**config.mk**
```make
export PLATFORM = sky130hd
export DESIGN_NAME = wb_pipe
export DESIGN_NICKNAME = d
export VERILOG_FILES = /design/src/rtl/wb_pipe.sv
export SDC_FILE = /design/constraint.sdc
export NUM_CORES = 1
export LEC_CHECK = 0
export CORE_MARGIN = 3
export CORE_UTILIZATION = 31
export CTS_BUF_LIST = sky130_fd_sc_hd__clkbuf_2
export CTS_CLUSTER_SIZE = 24
export DETAILED_ROUTE_END_ITERATION = 8
export PLACE_DENSITY_LB_ADDON = 0.05
export SLEW_MARGIN = 15
export SYNTH_ARGS = -nofsm -noshare
export SYNTH_HDL_FRONTEND = slang
export SYNTH_SLANG_ARGS = --single-unit
```
**constraint.sdc**
```tcl
create_clock -name clk -period 2.5 [get_ports clk]
set_input_delay 0.375 -clock clk [delete_from_list [all_inputs] [get_ports clk]]
set_output_delay 0.375 -clock clk [all_outputs]
set_load 0.02 [all_outputs]
```
**src/rtl/wb_pipe.sv**
```systemverilog
// Write-back stage: selects the register-file write data on the input side
// and holds it in a two-entry skid buffer ahead of the register-file write port.
module wb_pipe #(
  parameter int DATA_W = 16,
  parameter int REG_W  = 3,
  parameter int CNT_W  = 16
) (
  input  logic              clk,
  input  logic              rst_n,
  input  logic              in_valid,
  output logic              in_ready,
  input  logic [1:0]        RegSrcSel,
  input  logic [DATA_W-1:0] PC,
  input  logic [DATA_W-1:0] Read_Data,
  input  logic [DATA_W-1:0] Addr,
  input  logic [DATA_W-1:0] Imm_Ext,
  input  logic              in_wr_en,
  input  logic [REG_W-1:0]  in_wr_reg,
  input  logic              in_halt,
  input  logic              flush,
  output logic              out_valid,
  input  logic              out_ready,
  output logic [DATA_W-1:0] Write_Data,
  output logic [REG_W-1:0]  Write_Reg,
  output logic              Write_En,
  output logic              halted,
  output logic [CNT_W-1:0]  retired
);

  typedef enum logic [1:0] {
    ST_EMPTY = 2'b00,
    ST_ONE   = 2'b01,
    ST_TWO   = 2'b10
  } state_t;

  state_t              state_r, state_nxt_s;

  logic [DATA_W-1:0]   main_data_r, main_data_nxt_s;
  logic [REG_W-1:0]    main_reg_r,  main_reg_nxt_s;
  logic                main_wen_r,  main_wen_nxt_s;
  logic                main_halt_r, main_halt_nxt_s;

  logic [DATA_W-1:0]   skid_data_r, skid_data_nxt_s;
  logic [REG_W-1:0]    skid_reg_r,  skid_reg_nxt_s;
  logic                skid_wen_r,  skid_wen_nxt_s;
  logic                skid_halt_r, skid_halt_nxt_s;

  logic                in_ready_r, in_ready_nxt_s;
  logic                out_valid_r, write_en_r;
  logic                halted_r, halted_nxt_s;
  logic                halt_seen_r, halt_seen_nxt_s;
  logic [CNT_W-1:0]    retired_r, retired_nxt_s;

  logic [DATA_W-1:0]   sel_data_s;
  logic                accept_s, retire_s, retire_halt_s;

  assign in_ready   = in_ready_r;
  assign out_valid  = out_valid_r;
  assign Write_Data = main_data_r;
  assign Write_Reg  = main_reg_r;
  assign Write_En   = write_en_r;
  assign halted     = halted_r;
  assign retired    = retired_r;

  // Input-side write-data source select
  always_comb begin
    sel_data_s = {DATA_W{1'b0}};
    case (RegSrcSel)
      2'b00:   sel_data_s = PC;
      2'b01:   sel_data_s = Read_Data;
      2'b10:   sel_data_s = Addr;
      2'b11:   sel_data_s = Imm_Ext;
      default: sel_data_s = {DATA_W{1'b0}};
    endcase
  end

  // Flush blocks any same-cycle accept; a retire still goes through.
  assign accept_s      = in_valid & in_ready_r & ~flush;
  assign retire_s      = out_valid_r & out_ready;
  assign retire_halt_s = retire_s & main_halt_r;

  // Buffer occupancy, entry movement, sticky flags and counter
  always_comb begin
    state_nxt_s     = state_r;
    main_data_nxt_s = main_data_r;
    main_reg_nxt_s  = main_reg_r;
    main_wen_nxt_s  = main_wen_r;
    main_halt_nxt_s = main_halt_r;
    skid_data_nxt_s = skid_data_r;
    skid_reg_nxt_s  = skid_reg_r;
    skid_wen_nxt_s  = skid_wen_r;
    skid_halt_nxt_s = skid_halt_r;

    case (state_r)
      ST_EMPTY: begin
        if (accept_s) begin
          main_data_nxt_s = sel_data_s;
          main_reg_nxt_s  = in_wr_reg;
          main_wen_nxt_s  = in_wr_en;
          main_halt_nxt_s = in_halt;
          state_nxt_s     = ST_ONE;
        end else begin
          state_nxt_s = ST_EMPTY;
        end
      end
      ST_ONE: begin
        if (flush || retire_halt_s) begin
          state_nxt_s = ST_EMPTY;
        end else if (retire_s && accept_s) begin
          main_data_nxt_s = sel_data_s;
          main_reg_nxt_s  = in_wr_reg;
          main_wen_nxt_s  = in_wr_en;
          main_halt_nxt_s = in_halt;
          state_nxt_s     = ST_ONE;
        end else if (retire_s) begin
          state_nxt_s = ST_EMPTY;
        end else if (accept_s) begin
          skid_data_nxt_s = sel_data_s;
          skid_reg_nxt_s  = in_wr_reg;
          skid_wen_nxt_s  = in_wr_en;
          skid_halt_nxt_s = in_halt;
          state_nxt_s     = ST_TWO;
        end else begin
          state_nxt_s = ST_ONE;
        end
      end
      ST_TWO: begin
        // A retiring HALT drops the younger skid entry.
        if (flush || retire_halt_s) begin
          state_nxt_s = ST_EMPTY;
        end else if (retire_s) begin
          main_data_nxt_s = skid_data_r;
          main_reg_nxt_s  = skid_reg_r;
          main_wen_nxt_s  = skid_wen_r;
          main_halt_nxt_s = skid_halt_r;
          state_nxt_s     = ST_ONE;
        end else begin
          state_nxt_s = ST_TWO;
        end
      end
      default: begin
        state_nxt_s = ST_EMPTY;
      end
    endcase

    halted_nxt_s    = halted_r | retire_halt_s;
    halt_seen_nxt_s = halt_seen_r | (accept_s & in_halt);
    in_ready_nxt_s  = (state_nxt_s != ST_TWO) & ~halted_nxt_s & ~halt_seen_nxt_s;

    if (retire_s && !(&retired_r)) begin
      retired_nxt_s = retired_r + {{(CNT_W-1){1'b0}}, 1'b1};
    end else begin
      retired_nxt_s = retired_r;
    end
  end

  // State and output registers with synchronous reset
  always_ff @(posedge clk) begin
    if (!rst_n) begin
      state_r     <= ST_EMPTY;
      main_data_r <= {DATA_W{1'b0}};
      main_reg_r  <= {REG_W{1'b0}};
      main_wen_r  <= 1'b0;
      main_halt_r <= 1'b0;
      skid_data_r <= {DATA_W{1'b0}};
      skid_reg_r  <= {REG_W{1'b0}};
      skid_wen_r  <= 1'b0;
      skid_halt_r <= 1'b0;
      in_ready_r  <= 1'b0;
      out_valid_r <= 1'b0;
      write_en_r  <= 1'b0;
      halted_r    <= 1'b0;
      halt_seen_r <= 1'b0;
      retired_r   <= {CNT_W{1'b0}};
    end else begin
      state_r     <= state_nxt_s;
      main_data_r <= main_data_nxt_s;
      main_reg_r  <= main_reg_nxt_s;
      main_wen_r  <= main_wen_nxt_s;
      main_halt_r <= main_halt_nxt_s;
      skid_data_r <= skid_data_nxt_s;
      skid_reg_r  <= skid_reg_nxt_s;
      skid_wen_r  <= skid_wen_nxt_s;
      skid_halt_r <= skid_halt_nxt_s;
      in_ready_r  <= in_ready_nxt_s;
      out_valid_r <= (state_nxt_s != ST_EMPTY);
      write_en_r  <= (state_nxt_s != ST_EMPTY) & main_wen_nxt_s;
      halted_r    <= halted_nxt_s;
      halt_seen_r <= halt_seen_nxt_s;
      retired_r   <= retired_nxt_s;
    end
  end

endmodule
```
==> reports/qor.yml, run 1 <==
rsz0062_at_grt: "no"
final_core_utilization_pct: 45.6
fin_crit_sh_pct: 81.6
synthCells: 343
final_cells: 607
fin_nets: 541
whs_endpoint: "Write_Data[2]"
grt-ovfl-total: 0
vias: 3109
worstSetupStartpointType: "flop"
areaGrowthSynthToFinish_pct: 42.4
drc_errors: 0
worst_hold_slack_ns: 0.467
endpoint_kind: "output pin"
drive_gt1_share_pct: 15.6
h-tree-depth: 3
dp_worst_setup_slack_ns: -0.0427
placedCellCount: 591
core_area_sq_um: 11000
portBuffers: 114
crit_buf_inv: 1
dr.pass1.iters: 4
arrival_ns: 1.66
drv_cap: 0
min_path_type: "flop to flop"
netlist_area_sq_um: 3520
final_hold_viol_count: 0
dp_hpwl_mm: 6.91
hold_start: "Write_Data[2]"
grt_use_total_pct: 16.1
fin_skew_ns: 0.0230
fin_area_sq_um: 5010
cp_slowest_cell: "clkdlybuf4s50_1"
worst_slew_pin_slew_ns: 0.527
die_h_um: 113
initial_core_util_pct: 32.0
period_minus_slack_ns: 2.04
cts.sinks: 65
drv_slew: 0
fmax_ghz: 0.490
cp_max_fo: 7
cellPowerDensity_nw_per_um2: 432
synthArstFlopShare_pct: 0
ys_types: 54
leakage_nw: 1.86
grt_pass1_wl_mm: 16.3
cp_data_required_time_ns: 2.12
path_class: "flop to output pin"
root_buffer: "clkbuf_2"
clk_pin_slew_ns: 0.18
globalplace.congestion: 0.756
r2r_start: "retired[0]"
r2r_cells: 5
yosys_register_bits: 65
antenna_found_initial: 0
synth_flop_cell: "dfxtp_1"
grt_max_degree: 49
slew_headroom_pct: 64.0
cpPeakStageDelay_ns: 0.66
insertion_delay_ns: 0.51
ir_worst_vdd_mv: 0.272
vias_per_cell: 5.12
die_area_sq_um: 12700
routed_wl_mm: 9.72
num_antenna_cells: 0
drt_iter0_markers: 150
cts_tree: "done"
min_delay_path_depth: 2
cts_buffer_depth: 2
reg2reg_to: "retired[1]"
yosys_warnings: 0
antenna_left: 0
cp_cell_sequence: "clkdlybuf4s50_1"
rows: 38
wl_per_cell_um: 16.0
cp_top_family: "buffers and inverters"
synth_edf_count: 0
fin_ws_ns: 0.461
ys_seq_area_share_pct: 37.0
postCtsHoldBufs: 0
ios: 115
die_x_um: 113
status: "complete, no violations"
grt_pass1_vias: 3152
finalSetupViolations: 0
syn-num-nets: 422
rrSetupSlack_ns: 0.52
syn_area_per_cell_sq_um: 10.3
cts_resized: 0
postCtsSetupBuffers: 0
place_area_sq_um: 4900
cts-buffers-inserted: 9
==> how the worst max path moves through the flow <==
stage / startpoint / to / slack [ns] / cells after the start
finish: retired[0] / retired[0] / 0.46 / 1
global route: retired[13] / retired[13] / 0.33 / 1
CTS: retired[0] / retired[0] / 0.41 / 1
detailed placement: RegSrcSel[0] / Write_Data[0] / -0.04 / 6
global placement: RegSrcSel[0] / Write_Data[0] / -0.04 / 6
floorplan: RegSrcSel[1] / Write_Data[12] / 0.64 / 6
==> layout make-up <==
| type | count | area [sq um] |
|---|---|---|
| fillers | 1075 | 5980 |
| multi-input cells | 236 | 2030 |
| repair buffers | 131 | 1320 |
| flip-flops and latches | 65 | 1300 |
| well taps | 140 | 175 |
| inverters | 19 | 71.3 |
| clock inverters | 7 | 61.3 |
| clock buffers | 9 | 45.0 |
==> power breakdown <==
group,total [mW],switching [mW],internal [mW]
logic,0.449,0.182,0.266
registers,1.09,0.0212,1.07
clock network,0.624,0.405,0.219
==> worst reg2reg max path: cells and delay by family (launching register included) <==
| family | cells | cell delay (ns) |
|---|---|---|
| flip-flops | 1 | 0.51 |
| adder cells (fa/ha/maj) | 1 | 0.35 |
| multiplexers | 1 | 0.16 |
| AND/OR/NAND/NOR | 2 | 0.63 |
| AO/OA/AOI/OAI | 1 | 0.23 |
==> per-stage QoR <==
stage	power (mW)	setup TNS, ns
after floorplan	1.33	0
after global placement	1.56	-0.0380
after detailed placement	1.56	-0.0427
after CTS	2.20	0
after global routing	2.28	0
final	2.16	0
==> cell families after synthesis <==
group / synth area share, %
flops: 37.0
fa+ha+maj: 1.07
simple gates: 16.7
buf+inv: 5.48
compound gates: 19.6
mux: 20.2
==> per-layer routing <==
layer	track usage, %	vias up	wire length [um]
li1	-	1536	-
met1	21.5	1478	4640
met2	25.4	89	4430
met3	5.28	6	568
met4	3.85	0	74
met5	0	-	0
==> state kept, by name, indices dropped and copies added, names as in the netlist <==
signal / cells
halted: 1
Write_Data: 16
skid_halt_r: 1
out_valid: 1
in_ready: 1
halt_seen_r: 1
Write_Reg: 3
main_halt_r: 1
skid_wen_r: 1
retired: 16
Write_En: 1
main_wen_r: 1
skid_reg_r: 3
state_r: 2
skid_data_r: 16
==> cell usage in the layout, fill, tap and decap left out, types with 13 or more instances in the layout <==
cell type and count:
nor2_1 26, clkdlybuf4s50_1 114, dfxtp_1 65, buf_4 13, a21oi_1 16, nand2_1 19, a211oi_1 18, inv_1 18
mux4_2 14, mux2i_1 33
==> synth_stat cells (4+ instances only) <==
cell	instances	area, sq um
a211oi_1	18	135
a211oi_2	4	50.1
and2_1	9	56.3
buf_2	9	45.0
a31o_2	4	35.0
and2_0	6	37.5
o21ai_0	4	20.0
a2111oi_0	6	52.6
a21oi_1	16	80.1
nand4_1	6	37.5
nand2b_1	9	56.3
mux2i_1	33	330
nor4_1	4	25.0
nand3_1	6	30.0
inv_1	18	67.6
clkbuf_1	11	41.3
dfxtp_1	65	1300
nand2_1	19	71.3
mux4_2	14	315
nor2_1	26	97.6
a2111oi_2	7	105
(Power assumes the default switching activity.)
==> run 2, diff against run 1 <==
==> constraint.sdc (replaced) <==
create_clock -name clk -period 1.7 [get_ports clk]
set_input_delay 0.255 -clock clk [delete_from_list [all_inputs] [get_ports clk]]
set_output_delay 0.255 -clock clk [all_outputs]
set_load 0.02 [all_outputs]
==> run 2 against run 1 <==
- the flow now finishes with violations (setup timing)
- sequential power rose by 47%
- non-clock buffer count rose by 55
- sequential share of layout area fell by 3.0 points
- highest routed layer unchanged
==> reports/qor.yml, run 2 (same netlist as run 1, synthesis figures left out) <==
min_delay_path_depth: 3  # +1
die_x_um: 113  # unchanged
drc_errors: 0  # unchanged
final_hold_viol_count: 0  # unchanged
cts_buffer_depth: 2  # unchanged
reg2reg_to: "skid_data_r[12]"
globalplace.congestion: 0.769  # +1.7%
p_total_mw: 3.31  # +53%
fin_ws_ns: -0.0356  # -0.496 ns
drv_slew: 0  # unchanged
path_class: "primary input to flop"
cts.sinks: 65  # unchanged
routed_wl_mm: 10.4  # +6.8%
ir_worst_vdd_mv: 0.314  # +16%
core_area_sq_um: 11000  # unchanged
cp_cell_sequence: "clkdlybuf4s50_1, buf_6, mux4_2, and2_4, a2111oi_4, buf_4, a211oi_1"
rows: 38  # unchanged
root_buffer: "clkbuf_2"
drive_gt1_share_pct: 30.9  # +15 points
ios: 115  # unchanged
violations: "setup timing"
worstSetupStartpointType: "primary input"
grt_pass1_vias: 3449  # +9.4%
insertion_delay_ns: 0.50  # about the same
initial_core_util_pct: 32.0  # unchanged
vias_per_cell: 5.01  # -2.2%
worst_hold_slack_ns: 0.390  # -0.0769 ns
drv_cap: 0  # unchanged
dp_hpwl_mm: 7.61  # +10%
h-tree-depth: 3  # unchanged
slew_headroom_pct: 76.2  # +12 points
hold_start: "in_wr_reg[2]"
grt_max_degree: 24  # -51%
cellPowerDensity_nw_per_um2: 577  # +34%
dr.pass1.iters: 4  # unchanged
rrSetupSlack_ns: -0.01  # -0.53 ns
cp_max_fo: 7  # unchanged
cts-buffers-inserted: 9  # unchanged
num_antenna_cells: 0  # unchanged
areaGrowthSynthToFinish_pct: 62.8
fmax_ghz: 0.576
status: "finished, violations left"
r2r_cells: 7  # +2
dp_worst_setup_slack_ns: -0.764  # -0.722 ns
grt_use_total_pct: 16.6  # +0.54 points
fin_skew_ns: 0.0285  # +0.00550 ns
path_depth: 7  # +6
final_core_utilization_pct: 52.1  # +6.6 points
n_fill_cell: 1033  # -3.9%
fin_crit_sh_pct: 102
regArea_sq_um: 1320  # +1.1%
r2r_start: "main_halt_r"
grt-ovfl-total: 0  # unchanged
drt_iter0_markers: 147  # -2.0%
die_area_sq_um: 12700  # unchanged
clk_pin_slew_ns: 0.19  # about the same
leakage_nw: 2.36  # +27%
arrival_ns: 2.14  # +0.48 ns
final_common_cell: "clkdlybuf4s50_1"
crit_buf_inv: 3  # +2
antenna_left: 0  # unchanged
die_h_um: 113  # unchanged
cp_data_required_time_ns: 2.11  # about the same
cp_slowest_cell: "mux4_2"
fin_nets: 596  # +10%
cts_tree: "done"
finalSetupViolations: 8  # +8
cpPeakStageDelay_ns: 0.54  # -0.12 ns
postCtsHoldBufs: 0  # unchanged
antenna_found_initial: 0  # unchanged
rsz0062_at_grt: "yes"
grt_pass1_wl_mm: 17.1  # +4.9%
min_path_type: "primary input to flop"
multiInputGateArea_sq_um: 2310  # +14%
vias: 3310  # +6.5%
cp_top_family: "buffers and inverters"
wl_per_cell_um: 15.7  # -1.9%
endpoint_kind: "flop"
whs_endpoint: "skid_reg_r[2]"
portBuffers: 114  # unchanged
worst_slew_pin_slew_ns: 0.352  # -0.174 ns
mostFrequentLayoutCells: "clkdlybuf4s50_1 (74), dfxtp_1 (58), buf_4 (56)"
period_minus_slack_ns: 1.74
-- run 2: cell count changes in the layout (fill, tap and decap cells not counted), sizes merged, moves of 2 or more --
cell,delta
clkinv,-3
clkdlybuf4s15,+3
clkinvlp,+2
dlygate4sd2,+36
buf,+55
clkbuf,+2
clkdlybuf4s50,-40
-- run 2: stage by stage --
step | setup TNS [ns] | area, sq um | instances
6_report | -0.107 | 5730 | 661
5_1_grt | -1.36 | 5730 | 661
4_1_cts | -0.0231 | 5500 | 654
3_5_place_dp | -26.69 | 5210 | 631
3_3_place_gp | -26.10 | 5210 | 631
2_1_floorplan | 0 | 3540 | 343
-- run 2: repair_timing --
action                     CTS  global route
setup endpoints to repair   59            44
gates resized for setup     83            32
pin swaps                   10             7
buffers inserted             8             8
-- run 2: how the worst max path moves through the flow --
stage | startpoint | end | slack, ns
2_1_floorplan | RegSrcSel[0] | Write_Data[15] | 0.002
3_3_place_gp | RegSrcSel[0] | Write_Data[7] | -0.76
3_5_place_dp | RegSrcSel[0] | Write_Data[7] | -0.76
4_1_cts | in_ready | Write_Data[14] | -0.01
5_1_grt | main_halt_r | skid_data_r[6] | -0.09
6_report | RegSrcSel[0] | Write_Data[7] | -0.04
-- run 2: power by group --
| group | internal [mW] | total (mW) | switching (mW) |
|---|---|---|---|
| Combinational | 0.462 | 0.790 | 0.328 |
| Sequential | 1.57 | 1.60 | 0.0273 |
| Clock | 0.334 | 0.920 | 0.586 |
-- run 2: final cells by class --
type / instances / area share (%)
clock inverters: 5 / 1.01
flip-flops and latches: 65 / 23.0
repair buffers: 186 / 30.4
clock buffers: 10 / 0.874
inverters: 19 / 1.31
well taps: 140 / 3.06
multi-input cells: 236 / 40.4
-- run 2: metal layers --
metal  vias to the layer above  GRT usage (%)  part of all wire [%]  routed length, um
li1                       1646              -                     -                  -
met1                      1582           21.3                    46               4800
met2                        77           28.5                    49               5050
met3                         5           4.15                   4.4                457
met4                         0           3.53                  0.69                 72
met5                         -              0                     0                  0
-- run 2: worst min-delay path: stages --
cell and delay (ns):
clkdlybuf4s50_1 0.42, mux2i_1 0.13, nor2_1 0.05
